File: config.mk
export PLATFORM = sky130hd
export DESIGN_NAME = id_decode_queue
export DESIGN_NICKNAME = d
export VERILOG_FILES = /design/src/rtl/id_decode_queue_pkg.sv /design/src/rtl/id_decode_queue_predecode.sv /design/src/rtl/id_decode_queue.sv
export SDC_FILE = /design/constraint.sdc
export NUM_CORES = 1
export LEC_CHECK = 0
export CAP_MARGIN = 10
export CORE_MARGIN = 2
export CORE_UTILIZATION = 50
export CTS_CLUSTER_SIZE = 20
export DETAILED_ROUTE_END_ITERATION = 10
export GPL_ROUTABILITY_DRIVEN = 0
export PLACE_DENSITY_LB_ADDON = 0.12
export REMOVE_ABC_BUFFERS = 1
export SYNTH_ARGS = -nofsm -noshare
export SYNTH_HDL_FRONTEND = slang
export SYNTH_HIERARCHICAL = 1
export SYNTH_SLANG_ARGS = --single-unit
File: constraint.sdc
create_clock -name clk -period 3.15 [get_ports clk]
set_input_delay 0.315 -clock clk [delete_from_list [all_inputs] [get_ports clk]]
set_output_delay 0.315 -clock clk [all_outputs]
set_load 0.02 [all_outputs]
File: src/rtl/id_decode_queue_pkg.sv
// Shared constants for the IF/ID instruction queue: opcodes, function codes,
// class bit positions and the predecode/entry payload structs.
package id_decode_queue_pkg;

  localparam int unsigned XLEN  = 32;
  localparam int unsigned REG_W = 5;
  localparam int unsigned CLS_W = 4;

  localparam int unsigned CLS_BRANCH = 0;
  localparam int unsigned CLS_LOAD   = 1;
  localparam int unsigned CLS_STORE  = 2;
  localparam int unsigned CLS_MDU    = 3;

  localparam logic [5:0] OP_SPECIAL  = 6'h00;
  localparam logic [5:0] OP_REGIMM   = 6'h01;
  localparam logic [5:0] OP_J        = 6'h02;
  localparam logic [5:0] OP_JAL      = 6'h03;
  localparam logic [5:0] OP_BEQ      = 6'h04;
  localparam logic [5:0] OP_BNE      = 6'h05;
  localparam logic [5:0] OP_BLEZ     = 6'h06;
  localparam logic [5:0] OP_BGTZ     = 6'h07;
  localparam logic [5:0] OP_LUI      = 6'h0F;
  localparam logic [5:0] OP_COP0     = 6'h10;
  localparam logic [5:0] OP_SPECIAL2 = 6'h1C;
  localparam logic [5:0] OP_LB       = 6'h20;
  localparam logic [5:0] OP_LH       = 6'h21;
  localparam logic [5:0] OP_LW       = 6'h23;
  localparam logic [5:0] OP_LBU      = 6'h24;
  localparam logic [5:0] OP_LHU      = 6'h25;
  localparam logic [5:0] OP_SB       = 6'h28;
  localparam logic [5:0] OP_SH       = 6'h29;
  localparam logic [5:0] OP_SW       = 6'h2B;

  localparam logic [5:0] FN_SLL     = 6'h00;
  localparam logic [5:0] FN_SRL     = 6'h02;
  localparam logic [5:0] FN_SRA     = 6'h03;
  localparam logic [5:0] FN_SLLV    = 6'h04;
  localparam logic [5:0] FN_SRLV    = 6'h06;
  localparam logic [5:0] FN_SRAV    = 6'h07;
  localparam logic [5:0] FN_JR      = 6'h08;
  localparam logic [5:0] FN_JALR    = 6'h09;
  localparam logic [5:0] FN_MOVZ    = 6'h0A;
  localparam logic [5:0] FN_MOVN    = 6'h0B;
  localparam logic [5:0] FN_SYSCALL = 6'h0C;
  localparam logic [5:0] FN_MFHI    = 6'h10;
  localparam logic [5:0] FN_MTHI    = 6'h11;
  localparam logic [5:0] FN_MFLO    = 6'h12;
  localparam logic [5:0] FN_MTLO    = 6'h13;
  localparam logic [5:0] FN_MULT    = 6'h18;
  localparam logic [5:0] FN_MULTU   = 6'h19;
  localparam logic [5:0] FN_DIV     = 6'h1A;
  localparam logic [5:0] FN_DIVU    = 6'h1B;
  localparam logic [5:0] FN_ADD     = 6'h20;
  localparam logic [5:0] FN_ADDU    = 6'h21;
  localparam logic [5:0] FN_SUB     = 6'h22;
  localparam logic [5:0] FN_SUBU    = 6'h23;
  localparam logic [5:0] FN_AND     = 6'h24;
  localparam logic [5:0] FN_OR      = 6'h25;
  localparam logic [5:0] FN_XOR     = 6'h26;
  localparam logic [5:0] FN_NOR     = 6'h27;
  localparam logic [5:0] FN_SLT     = 6'h2A;
  localparam logic [5:0] FN_SLTU    = 6'h2B;
  localparam logic [5:0] FN2_MUL    = 6'h02;

  localparam logic [4:0] RT_BLTZ   = 5'h00;
  localparam logic [4:0] RT_BGEZ   = 5'h01;
  localparam logic [4:0] RT_BLTZAL = 5'h10;
  localparam logic [4:0] RT_BGEZAL = 5'h11;

  localparam logic [4:0] RS_MFC0 = 5'h00;
  localparam logic [4:0] RS_MTC0 = 5'h04;

  localparam logic [4:0] REG_RA = 5'd31;

  typedef struct packed {
    logic [CLS_W-1:0] cls;
    logic             rs_use;
    logic             rt_use;
    logic [REG_W-1:0] wdst;
    logic             wen;
  } predec_t;

  typedef struct packed {
    logic [XLEN-1:0] instr;
    logic [XLEN-1:0] pc;
    logic            pred_taken;
    predec_t         dec;
  } entry_t;

endpackage

File: src/rtl/id_decode_queue_predecode.sv
// Combinational predecode: instruction word -> class, source-use flags and
// destination register.
module id_predecode
  import id_decode_queue_pkg::*;
(
  input  logic [XLEN-1:0]  instr,
  output logic [CLS_W-1:0] cls_c,
  output logic             rs_use_c,
  output logic             rt_use_c,
  output logic [REG_W-1:0] wdst_c,
  output logic             wen_c
);

  logic [5:0]       op;
  logic [5:0]       fn;
  logic [REG_W-1:0] rs;
  logic [REG_W-1:0] rt;
  logic [REG_W-1:0] rd;
  logic             has_dst;
  logic [REG_W-1:0] dst;
  logic             unused_shamt;

  assign op           = instr[31:26];
  assign rs           = instr[25:21];
  assign rt           = instr[20:16];
  assign rd           = instr[15:11];
  assign fn           = instr[5:0];
  assign unused_shamt = ^instr[10:6];

  always_comb begin
    cls_c    = '0;
    rs_use_c = 1'b1;
    rt_use_c = 1'b0;
    has_dst  = 1'b0;
    dst      = '0;
    case (op)
      OP_SPECIAL: begin
        case (fn)
          FN_SLL, FN_SRL, FN_SRA: begin
            rs_use_c = 1'b0;
            rt_use_c = 1'b1;
            has_dst  = 1'b1;
            dst      = rd;
          end
          FN_SLLV, FN_SRLV, FN_SRAV, FN_MOVZ, FN_MOVN,
          FN_ADD, FN_ADDU, FN_SUB, FN_SUBU, FN_AND, FN_OR,
          FN_XOR, FN_NOR, FN_SLT, FN_SLTU: begin
            rt_use_c = 1'b1;
            has_dst  = 1'b1;
            dst      = rd;
          end
          FN_JR: cls_c[CLS_BRANCH] = 1'b1;
          FN_JALR: begin
            cls_c[CLS_BRANCH] = 1'b1;
            has_dst           = 1'b1;
            dst               = rd;
          end
          FN_SYSCALL: rs_use_c = 1'b0;
          FN_MFHI, FN_MFLO: begin
            cls_c[CLS_MDU] = 1'b1;
            rs_use_c       = 1'b0;
            has_dst        = 1'b1;
            dst            = rd;
          end
          FN_MTHI, FN_MTLO: cls_c[CLS_MDU] = 1'b1;
          FN_MULT, FN_MULTU, FN_DIV, FN_DIVU: begin
            cls_c[CLS_MDU] = 1'b1;
            rt_use_c       = 1'b1;
          end
          default: ;
        endcase
      end
      OP_REGIMM: begin
        case (rt)
          RT_BLTZ, RT_BGEZ: cls_c[CLS_BRANCH] = 1'b1;
          RT_BLTZAL, RT_BGEZAL: begin
            cls_c[CLS_BRANCH] = 1'b1;
            has_dst           = 1'b1;
            dst               = REG_RA;
          end
          default: ;
        endcase
      end
      OP_J: begin
        cls_c[CLS_BRANCH] = 1'b1;
        rs_use_c          = 1'b0;
      end
      OP_JAL: begin
        cls_c[CLS_BRANCH] = 1'b1;
        rs_use_c          = 1'b0;
        has_dst           = 1'b1;
        dst               = REG_RA;
      end
      OP_BEQ, OP_BNE: begin
        cls_c[CLS_BRANCH] = 1'b1;
        rt_use_c          = 1'b1;
      end
      OP_BLEZ, OP_BGTZ: cls_c[CLS_BRANCH] = 1'b1;
      OP_COP0: begin
        rs_use_c = 1'b0;
        if (rs == RS_MFC0) begin
          has_dst = 1'b1;
          dst     = rt;
        end
        if (rs == RS_MTC0) rt_use_c = 1'b1;
      end
      OP_SPECIAL2: begin
        if (fn == FN2_MUL) begin
          cls_c[CLS_MDU] = 1'b1;
          rt_use_c       = 1'b1;
          has_dst        = 1'b1;
          dst            = rd;
        end
      end
      OP_LB, OP_LH, OP_LW, OP_LBU, OP_LHU: begin
        cls_c[CLS_LOAD] = 1'b1;
        has_dst         = 1'b1;
        dst             = rt;
      end
      OP_SB, OP_SH, OP_SW: begin
        cls_c[CLS_STORE] = 1'b1;
        rt_use_c         = 1'b1;
      end
      default: begin
        // 001xxx: I-type arithmetic, writes rt; LUI has no rs operand
        if (op[5:3] == 3'b001) begin
          has_dst = 1'b1;
          dst     = rt;
        end
        if (op == OP_LUI) rs_use_c = 1'b0;
      end
    endcase
  end

  // A write to $0 is architecturally a no-op, so it never enables the port
  assign wen_c  = has_dst && (dst != '0);
  assign wdst_c = has_dst ? dst : '0;

endmodule

File: src/rtl/id_decode_queue.sv
// IF->ID instruction queue with predecode on enqueue and load-use/MDU issue
// interlocks. Define ID_QUEUE_BYPASS_EN to forward into an empty queue.
module id_decode_queue
  import id_decode_queue_pkg::*;
#(
  parameter int unsigned DEPTH = 4,
  parameter int unsigned CNT_W = $clog2(DEPTH) + 1
) (
  input  logic             clk,
  input  logic             rst_n,
  input  logic             in_valid,
  output logic             in_ready,
  input  logic [31:0]      in_instr,
  input  logic [31:0]      in_pc,
  input  logic             in_pred_taken,
  input  logic             flush_i,
  output logic             out_valid,
  input  logic             out_ready,
  output logic [31:0]      out_instr,
  output logic [31:0]      out_pc,
  output logic             out_pred_taken,
  output logic [3:0]       out_class,
  output logic             out_rs_use,
  output logic             out_rt_use,
  output logic [4:0]       out_wdst,
  output logic             out_wen,
  input  logic             ex_load_valid,
  input  logic [4:0]       ex_load_dst,
  input  logic             mdu_busy_i,
  output logic             stall_o,
  output logic [CNT_W-1:0] count_o
);

  localparam int unsigned PTR_W = $clog2(DEPTH);

  entry_t           mem [DEPTH];
  logic [PTR_W-1:0] wr_ptr_q;
  logic [PTR_W-1:0] rd_ptr_q;
  logic [CNT_W-1:0] count_q;

  predec_t dec_c;
  entry_t  in_entry;
  entry_t  head;
  logic    empty;
  logic    full;
  logic    bypass;
  logic    head_present;
  logic    load_use;
  logic    hazard;
  logic    push;
  logic    pop;
  logic    push_q;
  logic    pop_q;

  id_predecode u_predecode (
    .instr    (in_instr),
    .cls_c    (dec_c.cls),
    .rs_use_c (dec_c.rs_use),
    .rt_use_c (dec_c.rt_use),
    .wdst_c   (dec_c.wdst),
    .wen_c    (dec_c.wen)
  );

  always_comb begin
    in_entry            = '0;
    in_entry.instr      = in_instr;
    in_entry.pc         = in_pc;
    in_entry.pred_taken = in_pred_taken;
    in_entry.dec        = dec_c;
  end

  assign empty = (count_q == '0);
  assign full  = (count_q == CNT_W'(DEPTH));

`ifdef ID_QUEUE_BYPASS_EN
  assign bypass = empty && in_valid && !flush_i;
`else
  assign bypass = 1'b0;
`endif

  assign head_present = !empty || bypass;

  // Head selection: stored oldest entry, forwarded input, or all-zero
  always_comb begin
    head = '0;
    if (!empty)      head = mem[rd_ptr_q];
    else if (bypass) head = in_entry;
  end

  assign load_use = ex_load_valid && (ex_load_dst != '0) &&
                    ((head.dec.rs_use && (head.instr[25:21] == ex_load_dst)) ||
                     (head.dec.rt_use && (head.instr[20:16] == ex_load_dst)));
  assign hazard   = load_use || (head.dec.cls[CLS_MDU] && mdu_busy_i);

  assign out_valid = head_present && !hazard && !flush_i;
  assign stall_o   = head_present &&  hazard && !flush_i;
  assign in_ready  = !full;
  assign count_o   = count_q;

  assign out_instr      = head.instr;
  assign out_pc         = head.pc;
  assign out_pred_taken = head.pred_taken;
  assign out_class      = head.dec.cls;
  assign out_rs_use     = head.dec.rs_use;
  assign out_rt_use     = head.dec.rt_use;
  assign out_wdst       = head.dec.wdst;
  assign out_wen        = head.dec.wen;

  assign push = in_valid && in_ready && !flush_i;
  assign pop  = out_valid && out_ready;
  // A forwarded instruction consumed this cycle never occupies a slot
  assign push_q = push && !(bypass && pop);
  assign pop_q  = pop && !bypass;

  // Pointer and occupancy state
  always_ff @(posedge clk or negedge rst_n) begin
    if (!rst_n) begin
      wr_ptr_q <= '0;
      rd_ptr_q <= '0;
      count_q  <= '0;
    end else if (flush_i) begin
      wr_ptr_q <= '0;
      rd_ptr_q <= '0;
      count_q  <= '0;
    end else begin
      if (push_q) wr_ptr_q <= wr_ptr_q + PTR_W'(1);
      if (pop_q)  rd_ptr_q <= rd_ptr_q + PTR_W'(1);
      case ({push_q, pop_q})
        2'b10:   count_q <= count_q + CNT_W'(1);
        2'b01:   count_q <= count_q - CNT_W'(1);
        default: ;
      endcase
    end
  end

  // Entry storage carries no reset
  always_ff @(posedge clk) begin
    if (push_q) mem[wr_ptr_q] <= in_entry;
  end

endmodule
# Word-level counts from Yosys, hierarchy flattened
# Memory sizes are Yosys's and may differ from the RTL's.
# Index checks and enable logic that the tools add are counted.
# Widths: inputs -> output; s select.
dict set report op_classes {
  add_sub_neg 4
  multipliers 0
  div_mod_pow 0
  magnitude_cmp 0
  n_eq_ne 56
  shifts 0
  mux 35
  n_bitwise 0
  reduce_logical 44
}
# operator count
set ops {}
lappend ops {{$eq 6x6->1 const B} 18}
lappend ops {{$mux 77} 1}
lappend ops {{$eq 6x5->1 const B} 10}
lappend ops {{$eq 6x3->1 const B} 7}
lappend ops {{$eq 6x4->1 const B} 6}
lappend ops {{$pmux 5 s7} 1}
lappend ops {{$mux 5} 6}
lappend ops {{$eq 6x2->1 const B} 4}
lappend ops {{$reduce_or 22->1} 1}
lappend ops {{$reduce_or 21->1} 1}
lappend ops {{$reduce_or 6->1} 3}
lappend ops {{$mux 1} 16}
lappend ops {{$reduce_or 8->1} 2}
lappend ops {{$reduce_or 14->1} 1}
lappend ops {{$logic_and 1x1->1} 13}
lappend ops {{$logic_not 6->1} 2}
lappend ops {{$eq 5x5->1} 2}
lappend ops {{$eq 5x5->1 const B} 2}
lappend ops {{$logic_not 5->1} 2}
lappend ops {{$reduce_bool 5->1} 2}
lappend ops {{$reduce_or 5->1} 2}
lappend ops {{$mux 2} 4}
lappend ops {{$eq 6x1->1 const B} 1}
lappend ops {{$pmux 1 s3} 2}
lappend ops {{other kinds (22)} 30}
dict set report word_totals {
  regBits 7
  latch_bits 0
  mem_bits_rw 308
  romBits 0
  inputBits 77
  out_inout_bits 83
  n_memories 1
}
# name words width read_ports rd_ports_with_merged_regs write_ports line_no
set mem_list {}
lappend mem_list {mem 4 77 1 0 1 id_decode_queue.sv:36} ;# entry_t mem [DEPTH];

# Depth between registers and ports, before layout
# Gate-level depths: netlist of run 1.
dict set report logic_depth {
  word_depth 14
  mapped_depth 14
  depth_no_buf 11
}

# Cells and area by module
# The synthesis of run 1 kept the hierarchy.
# mod n_inst cells_per_inst area_per_inst_um2 seq_area_each_um2
set modules_own_cells {}
lappend modules_own_cells {id_decode_queue 1 568 12290.5 9424.0}
lappend modules_own_cells {id_predecode 1 75 505.5 0.0}

# Worst setup path after synthesis of run 1
# No wires, ideal clock.
dict set report synth_timing {
  kind {reg2reg}
  startpoint {register count_q[1] (netlist: count_o[1])}
  endpoint {memory mem[2][0] (netlist name) (enable)}
  arrival_time_ns 3.059
  required_ns 2.706
  slack_ns -0.353
  path_stages_with_launch 6
  path_buffers 0
  cell_sequence {dfrtp_1 > nor2_1 > nand2_1 > nand2_1 > nor2_1 > and2_1}
}
dict set report synth_between {
  elab_chain_len 6
}
# element line_no
set synth_rtl {}
lappend synth_rtl {{start: declaration} id_decode_queue.sv:39} ;# logic [CNT_W-1:0] count_q;
lappend synth_rtl {{start signal: assignment} id_decode_queue.sv:129} ;# 2'b10: count_q <= count_q + CNT_W'(1);
lappend synth_rtl {{start signal: assignment} id_decode_queue.sv:130} ;# 2'b01: count_q <= count_q - CNT_W'(1);
lappend synth_rtl {{$eq 3x3->1} id_decode_queue.sv:73} ;# assign full = (count_q == CNT_W'(DEPTH));
lappend synth_rtl {{$logic_not 1->1} id_decode_queue.sv:97} ;# assign in_ready = !full;
lappend synth_rtl {{via in_ready} id_decode_queue.sv:12} ;# output logic in_ready,
lappend synth_rtl {{$logic_and 1x1->1 (2 in a row)} id_decode_queue.sv:109} ;# assign push = in_valid && in_ready && !flush_i;
lappend synth_rtl {{$mux 1} id_decode_queue.sv:138} ;# if (push_q) mem[wr_ptr_q] <= in_entry;
lappend synth_rtl {{$mux 1 (implied by the code)} id_decode_queue.sv:138}
lappend synth_rtl {{end: declaration} id_decode_queue.sv:36}
# The timed path passes the listed nets, and every way through them passes these cells.

# Worst setup path after layout of run 1
dict set report layout_timing {
  startpoint {register rd_ptr_q[0]}
  endpoint {register count_q[2] (netlist: count_o[2])}
}
dict set report layout_between {
  elab_chain_len 14
  word_cells_on_any_way 19
  cone_classes {4 x eq/ne; 3 x mux; 11 x reduce/logical; 1 x memory}
}
# element line_no
set layout_rtl {}
lappend layout_rtl {{start: declaration} id_decode_queue.sv:38} ;# logic [PTR_W-1:0] rd_ptr_q;
lappend layout_rtl {{start signal: assignment} id_decode_queue.sv:127} ;# if (pop_q) rd_ptr_q <= rd_ptr_q + PTR_W'(1);
lappend layout_rtl {{$mem_v2 4x77 (*)} --}
lappend layout_rtl {{$mux 77 (*)} id_decode_queue.sv:86} ;# if (!empty) head = mem[rd_ptr_q];
lappend layout_rtl {{$eq 5x5->1, on equally long branches} {id_decode_queue.sv:91, id_decode_queue.sv:92}}
lappend layout_rtl {{$logic_and 1x1->1, on equally long branches} {id_decode_queue.sv:91, id_decode_queue.sv:92}}
lappend layout_rtl {{$logic_or 1x1->1} id_decode_queue.sv:91} ;# ((head.dec.rs_use && (head.instr[25:21] == ex_load_dst)) ||
lappend layout_rtl {{$logic_and 1x1->1} id_decode_queue.sv:90} ;# assign load_use = ex_load_valid && (ex_load_dst != '0) &&
lappend layout_rtl {{$logic_or 1x1->1 (*)} id_decode_queue.sv:93} ;# assign hazard = load_use || (head.dec.cls[CLS_MDU] && mdu_busy_i);
lappend layout_rtl {{$logic_not 1->1 (*)} id_decode_queue.sv:95} ;# assign out_valid = head_present && !hazard && !flush_i;
lappend layout_rtl {{$logic_and 1x1->1 (*) (2 in a row)} id_decode_queue.sv:95}
lappend layout_rtl {{$logic_and 1x1->1 (*)} id_decode_queue.sv:110} ;# assign pop = out_valid && out_ready;
lappend layout_rtl {{$eq 2x1->1 / $eq 2x2->1 (equally long branches)} id_decode_queue.sv:128} ;# case ({push_q, pop_q})
lappend layout_rtl {{$pmux 3 s2} id_decode_queue.sv:128}
lappend layout_rtl {{$mux 3} id_decode_queue.sv:121} ;# end else if (flush_i) begin
# Every way passes the cells marked *; elsewhere a longest branch is shown, timed or not.
# A chain may end at the register's enable or synchronous reset.

==> results of run 1 <==
[metrics by stage]
| stage | area (µm²) | util (%) | std cells |
|---|---|---|---|
| 2_1_floorplan | 12600 | - | 610 |
| 3_3_place_gp | 15100 | 59.9 | 1142 |
| 3_5_place_dp | 15100 | 59.9 | 1142 |
| 4_1_cts | 16100 | 63.9 | 1204 |
| 5_1_grt | 16200 | 64.2 | 1206 |
| 6_report | 16200 | 64.2 | 1206 |
[what timing repair did]
item                                   4_1_cts  5_1_grt
gates resized for setup                     26       22
pin swaps                                    3        6
endpoints found under the hold margin        0        0
setup endpoints to repair                   50       57
setup buffers                                4        2
hold buffers                                 0        0
[state kept, by name, summed over array words and instances (netlist names)]
register  count
mem         308
count_o       3
rd_ptr_q      2
wr_ptr_q      2
[synthesized netlist by cell type, types with 4 or more instances]
master	number	share of area (%)
xor2_1	4	0.27
buf_2	6	0.23
inv_1	5	0.15
nor2b_1	81	4.0
clkbuf_1	18	0.53
nand2_1	9	0.26
nand2b_1	6	0.29
nand3_1	4	0.16
nor4_1	4	0.20
nor3_1	8	0.31
nor2_1	18	0.53
mux4_2	77	14
a21oi_1	7	0.27
xnor2_1	8	0.55
and2_1	4	0.20
buf_1	5	0.15
ha_1	4	0.39
edfxtp_1	308	72
dfrtp_1	7	1.4
o21ai_0	4	0.16
o21ai_1	5	0.20
a221o_1	6	0.47
[placed cells by master, fill, tap and decap left out, types with 3 or more instances in the layout]
cell type          n
inv_1              5
a221o_1            6
mux2i_1            3
edfxtp_1         308
nand3_1            4
o21ai_0            3
xnor2_1            7
a21oi_1            7
nand3b_1           3
mux4_2            77
buf_4             34
ha_1               4
dlymetal6s2s_1    10
nand2_1            9
clkbuf_16         31
buf_6              7
clkdlybuf4s50_1  145
o21ai_1            5
clkbuf_1           9
dfrtp_1            5
nor4_1             3
xor2_1             4
nor2_1            17
clkinv_1          13
and2_4             4
nor2b_1           80
nor3_1             6
nand2b_1           6
buf_12             9
[final cells by class]
cell class	count	share of cell area [%]
sequential	315	58.3
multi-input combinational	290	20.1
timing repair buffer	208	13.1
clock buffer	40	5.00
tap	330	2.55
clock inverter	18	0.789
inverter	5	0.116
[cells by family (layout without fill, tap and decap cells)]
family	Yosys count	after routing	synth area share [%]
DFF	315	315	73.6
buffers and inverters	38	271	1.44
adders and majority gates	5	5	0.548
AOI/OAI and AO/OA	38	38	2.34
muxes	82	82	14.0
and+or+nand+nor	152	152	7.09
xor gates and xnor gates	13	13	0.948
[power breakdown]
group / switching, mW / internal [mW]
Combinational: 2.08 / 1.99
Sequential: 0.0835 / 4.84
Clock: 1.44 / 1.96
Total: 3.60 / 8.78
[worst max-delay path by stage]
stage | depth (start not counted) | to | start | slack, ns
6_report | 11 | count_o[2] | rd_ptr_q[0] | -0.09
5_1_grt | 11 | count_o[2] | rd_ptr_q[0] | -0.22
4_1_cts | 9 | stall_o | rd_ptr_q[0] | -0.07
3_5_place_dp | 12 | count_o[2] | rd_ptr_q[0] | -0.13
3_3_place_gp | 12 | count_o[2] | rd_ptr_q[0] | -0.04
2_1_floorplan | 11 | count_o[2] | count_o[0] | -4.27
[per-layer routing]
layer  track usage [%]  wire [µm]
met1              27.0      10700
met2              35.9      13900
met3              2.85       1410
met4              5.82        663
met5                 0          0
==> reports/qor.json, run 1 <==
{
  "cts-htree-levels": 1,
  "finalSetupViolCount": 2,
  "min_path_type": "in -> async",
  "timing.fmax_mhz": 308,
  "power.ir.vdd_worst_mv": 0.595,
  "buffer_ports.inserted": 159,
  "slowest_delay_ns": 0.56,
  "synth-edff-count": 308,
  "failed_checks": "negative setup slack",
  "tritoncts_clock_tree": "yes",
  "tritoncts.num_buffers": 31,
  "initialDrtViolationCount": 521,
  "dr_pass1_iterations": 5,
  "postSynth.asyncResetShare_pct": 2.22,
  "global_route.overflow_total": 0,
  "detailed_route_vias_per_instance": 5.61,
  "ys_seq_elements": 315,
  "vias_after_detailed_routing": 6765,
  "critPathBufInv": 0,
  "initial_core_util_pct": 50.8,
  "worst_ep_required_ns": 3.59,
  "worst_flop_to_flop_path_endpoint": "count_o[2]",
  "route.detailed.drc": 0,
  "critical_path.endpoint_type": "flop",
  "design.die.area_um2": 26900,
  "total_power_mw": 12.4,
  "netlist-cell-type-count": 55,
  "critical_path.top_delay_family": "multiplexers",
  "cts_num_sinks": 315,
  "totalNegativeSetupSlack_ns": -0.116,
  "overall_fraction_of_global_route_tracks_in_use_pct": 20.5,
  "largest_net_degree_at_the_start_of_global_routing": 46,
  "path_clk_slew_ns": 0.06,
  "io_pins": 160,
  "clock_latency_ns": 0.56,
  "p_leak_nw": 5.29,
  "r2r_start": "rd_ptr_q[0]",
  "rows": 58,
  "fp.coreArea_um2": 25200,
  "worstSetupPathType": "reg -> reg",
  "worst_hold_slack_ns": 0.0371,
  "cts.root.buffer_cell": "clkbuf_16",
  "drv.max_cap_violation_count": 0,
  "yosysWarnings": 6,
  "slew_headroom_pct": 62.3,
  "clk_path_buf_depth": 3,
  "grt_setup_unrepaired": "true",
  "finalCriticalPeriod_ns": 3.24,
  "layout_worst_path_cycle_share_pct": 103,
  "synth_area_per_cell_um2": 19.9,
  "timing.final.max_slew_violations": 0,
  "layout-drive-gt1-share_pct": 21.9,
  "worst_reg_to_reg_setup_slack_ns": -0.09,
  "powerDensity_nw_per_um2": 765,
  "relative_area_change_from_synthesis_to_final_layout_pct": 26.4,
  "pre_cts_ws_ns": -0.127,
  "final_critical_path_setup_slack_ns": -0.0920,
  "crit_path_start_kind": "flop",
  "final_antenna_net_count": 0,
  "timing_hold_violations_final": 0,
  "synth_cells": 643,
  "n_antenna_cell": 0,
  "synth_flop_cell": "edfxtp_1",
  "detailed_place_hpwl_mm": 17.0,
  "area_used_by_multi_input_combinational_logic_um2": 3250,
  "critical_path_fanout_max": 7,
  "final-seq-area_um2": 9430,
  "floorplan.die.width_um": 164,
  "worst_ep_arrival_time_ns": 3.68,
  "grt_pass1_vias": 7296,
  "reg2reg_depth": 11,
  "avgRoutedWirePerCell_um": 22.1,
  "crit_path_top_delay_cell": "mux4_2",
  "timing_worst_slew_pin_value_ns": 0.561,
  "detail_route.wirelength_mm": 26.7,
  "syn-cell-area_um2": 12800,
  "sequential_area_share_after_synthesis_pct": 73.6,
  "fillerInstances": 1789,
  "result_of_the_run": "finished, violations left",
  "timing.clock.skew_ns": 0.00945,
  "grt_pass1_wl_mm": 41.4,
  "critical_path.cell_chain": "mux4_2 > xor2_1 > a21o_1 > o41ai_2 > or2_1 > nor2_2 > fa_2 > and3_4 > o21ai_2 > o31a_1 > mux2_4",
  "num-nets-final": 933,
  "die-height_um": 164,
  "grt_antenna_before_repair": 0
}
Note: power is estimated with default switching activity, not from simulation.
==> run 2: changes to the inputs <==
- CTS_CLUSTER_DIAMETER: default -> 200
- PLACE_DENSITY: default -> 0.82
- PLACE_DENSITY_LB_ADDON: 0.12 -> default
- SLEW_MARGIN: default -> 20
==> reports/qor.json, run 2 (synthesized netlist as in run 1, its figures left out) <==
{
  "result_of_the_run": {"value": "finished, violations left", "change": "unchanged"},
  "failed_checks": {"value": "negative setup slack", "change": "unchanged"},
  "layout-drive-gt1-share": {"value": 21.9, "unit": "%", "change": "about the same"},
  "worst_ep_arrival_time": {"value": 3.68, "unit": "ns", "change": "about the same"},
  "overall_fraction_of_global_route_tracks_in_use": {"value": 18.9, "unit": "%", "change": "was 20.5%"},
  "detailed_route_vias_per_instance": {"value": 5.62, "change": "was 5.61"},
  "path_clk_slew": {"value": 0.08, "unit": "ns", "change": "was 0.06 ns"},
  "place.detailed.instances": {"value": 1141, "change": "was 1142"},
  "grt_setup_unrepaired": {"value": "true", "change": "unchanged"},
  "totalNegativeSetupSlack": {"value": -0.134, "unit": "ns", "change": "was -0.116 ns"},
  "detail_route.wirelength": {"value": 25.3, "unit": "mm", "change": "was 26.7 mm"},
  "power.ir.vdd_worst": {"value": 0.457, "unit": "mV", "change": "was 0.595 mV"},
  "final_antenna_net_count": {"value": 0, "change": "unchanged"},
  "cts_num_sinks": {"value": 315, "change": "unchanged"},
  "global_route.overflow_total": {"value": 0, "change": "unchanged"},
  "most_common_library_cell_in_the_layout_ignoring_fill_and_taps": {"value": "edfxtp_1", "change": "unchanged"},
  "timing.final.max_slew_violations": {"value": 0, "change": "unchanged"},
  "tritoncts_clock_tree": {"value": "yes", "change": "unchanged"},
  "dr_pass1_iterations": {"value": 5, "change": "unchanged"},
  "grt_pass1_vias": {"value": 6859, "change": "was 7296"},
  "cts-htree-levels": {"value": 1, "change": "unchanged"},
  "timing.clock.skew": {"value": 0.0107, "unit": "ns", "change": "was 0.00945 ns"},
  "largest_register_ff_count": {"value": 308, "change": "unchanged"},
  "finalCriticalPeriod": {"value": 3.28, "unit": "ns", "change": "was 3.24 ns"},
  "num-nets-final": {"value": 927, "change": "was 933"},
  "fillerInstances": {"value": 1721, "change": "was 1789"},
  "detailed_place_hpwl": {"value": 16.1, "unit": "mm", "change": "was 17.0 mm"},
  "rows": {"value": 58, "change": "unchanged"},
  "final_critical_path_setup_slack": {"value": -0.134, "unit": "ns", "change": "was -0.0920 ns"},
  "fin_cells": {"value": 1181, "change": "was 1206"},
  "tritoncts.num_buffers": {"value": 19, "change": "was 31"},
  "critical_path_fanout_max": {"value": 4, "change": "was 7"},
  "io_pins": {"value": 160, "change": "unchanged"},
  "grt_antenna_before_repair": {"value": 0, "change": "unchanged"},
  "p_leak": {"value": 5.11, "unit": "nW", "change": "was 5.29 nW"},
  "clock_latency": {"value": 0.50, "unit": "ns", "change": "was 0.56 ns"},
  "drv.max_cap_violation_count": {"value": 0, "change": "unchanged"},
  "clk_path_buf_depth": {"value": 3, "change": "unchanged"},
  "min_path_type": {"value": "in -> async", "change": "unchanged"},
  "die-height": {"value": 164, "unit": "µm", "change": "unchanged"},
  "most_flop_heavy_register": {"value": "mem", "change": "unchanged"},
  "n_antenna_cell": {"value": 0, "change": "unchanged"},
  "grt_pass1_wl": {"value": 38.7, "unit": "mm", "change": "was 41.4 mm"},
  "timing_worst_slew_pin_value": {"value": 0.607, "unit": "ns", "change": "was 0.561 ns"},
  "route.detailed.drc": {"value": 0, "change": "unchanged"},
  "timing.fmax": {"value": 305, "unit": "MHz", "change": "was 308 MHz"},
  "slew_headroom": {"value": 59.5, "unit": "%", "change": "was 62.3%"},
  "powerDensity": {"value": 721, "unit": "nW/µm²", "change": "was 765 nW/µm²"},
  "pre_cts_ws": {"value": -0.123, "unit": "ns", "change": "was -0.127 ns"},
  "avgRoutedWirePerCell": {"value": 21.4, "unit": "µm", "change": "was 22.1 µm"},
  "initial_core_util": {"value": 50.8, "unit": "%", "change": "unchanged"},
  "buffer_ports.inserted": {"value": 159, "change": "unchanged"},
  "design.die.area": {"value": 26900, "unit": "µm²", "change": "unchanged"},
  "finalSetupViolCount": {"value": 1, "change": "was 2"},
  "largest_net_degree_at_the_start_of_global_routing": {"value": 50, "change": "was 46"},
  "fp.coreArea": {"value": 25200, "unit": "µm²", "change": "unchanged"},
  "layout_worst_path_cycle_share": {"value": 104, "unit": "%", "change": "was 103%"},
  "cts.root.buffer_cell": {"value": "clkbuf_16", "change": "unchanged"},
  "worst_ep_required": {"value": 3.54, "unit": "ns", "change": "was 3.59 ns"},
  "timing_hold_violations_final": {"value": 0, "change": "unchanged"},
  "most-common-layout-cells": {"value": "edfxtp_1 (308), clkdlybuf4s50_1 (147), nor2b_1 (78)", "change": "was edfxtp_1 (308), clkdlybuf4s50_1 (145), nor2b_1 (80)"},
  "initialDrtViolationCount": {"value": 479, "change": "was 521"},
  "relative_area_change_from_synthesis_to_final_layout": {"value": 23.8, "unit": "%", "change": "was 26.4%"},
  "worstSetupPathType": {"value": "reg -> reg", "change": "unchanged"},
  "crit_path_start_kind": {"value": "flop", "change": "unchanged"},
  "vias_after_detailed_routing": {"value": 6640, "change": "was 6765"},
  "finalCoreUtilization": {"value": 62.9, "unit": "%", "change": "was 64.2%"},
  "critical_path.endpoint_type": {"value": "flop", "change": "unchanged"},
  "floorplan.die.width": {"value": 164, "unit": "µm", "change": "unchanged"}
}
[run 2: cell types whose count changed in the layout (fill, tap and decap cells not counted), sizes merged]
cell	delta
clkinvlp	+1
clkbuf	-14
dlygate4sd2	-2
bufinv	-2
buf	+6
inv	-1
clkdlybuf4s50	+2
clkinv	-15
[run 2: path summary, 6_finish.rpt]
path / startpoint / end / slack [ns] / depth (start not counted)
min: rst_n / count_o[2] / 0.07 / 1
min reg2reg: wr_ptr_q[1] / wr_ptr_q[1] / 0.61 / 2
max reg2reg: rd_ptr_q[0] / count_o[2] / -0.13 / 12
max in group asynchronous: rst_n / rd_ptr_q[0] / 2.81 / 1
min in group clk: in_instr[9] / mem[2][54] / 0.45 / 1
max: rd_ptr_q[0] / count_o[2] / -0.13 / 12
[run 2: per-stage QoR]
stage	hold slack, ns	total power, mW	cell area, µm²
final	0.0698	11.4	15800
after global routing	0.0770	11.9	15800
after CTS	0.0667	11.5	15700
after detailed placement	0.599	8.97	15100
after global placement	0.569	8.95	15100
after floorplan	0.0194	6.68	12600
[run 2: critical path, stage by stage, from the launching register on]
cell and delay (ns):
dfrtp_4 0.48, buf_6 0.12, mux4_2 0.52, xor2_1 0.17, a21o_1 0.19, o41ai_2 0.38
or2_1 0.20, nor2_2 0.05, fa_2 0.35, and3_4 0.16, o21ai_2 0.07, o31a_1 0.20
mux2_4 0.30
[run 2: routing by layer]
layer / vias to the layer above / track usage (%) / part of all wire, %
met2: 198 / 32.2 / 51
met5: - / 0 / 0
met4: 0 / 4.15 / 1.6
met1: 3430 / 25.8 / 42
met3: 28 / 3.28 / 5.2
li1: 2984 / - / -
[run 2: where the power goes]
group	total, mW	internal [mW]	switching, mW
Clock	2.35	1.11	1.24
Sequential	4.91	4.83	0.0819
Combinational	4.16	2.07	2.09
Total	11.4	8.01	3.41
[run 2: timing repair]
action	4_1_cts	5_1_grt
endpoints found under the setup margin	62	48
endpoints found under the hold margin	0	0
pin swaps	6	7
resized for setup	27	27
setup buffers	11	2
hold buffers	0	0
[run 2: final cells by class]
cell class	instances	area, µm²	area share, %
Clock buffer	26	502	3.17
Clock inverter	1	7.51	0.0474
Inverter	5	18.8	0.118
Multi-Input combinational cell	290	3290	20.8
Sequential cell	315	9430	59.5
Tap cell	330	413	2.61
Timing Repair Buffer	214	2180	13.8
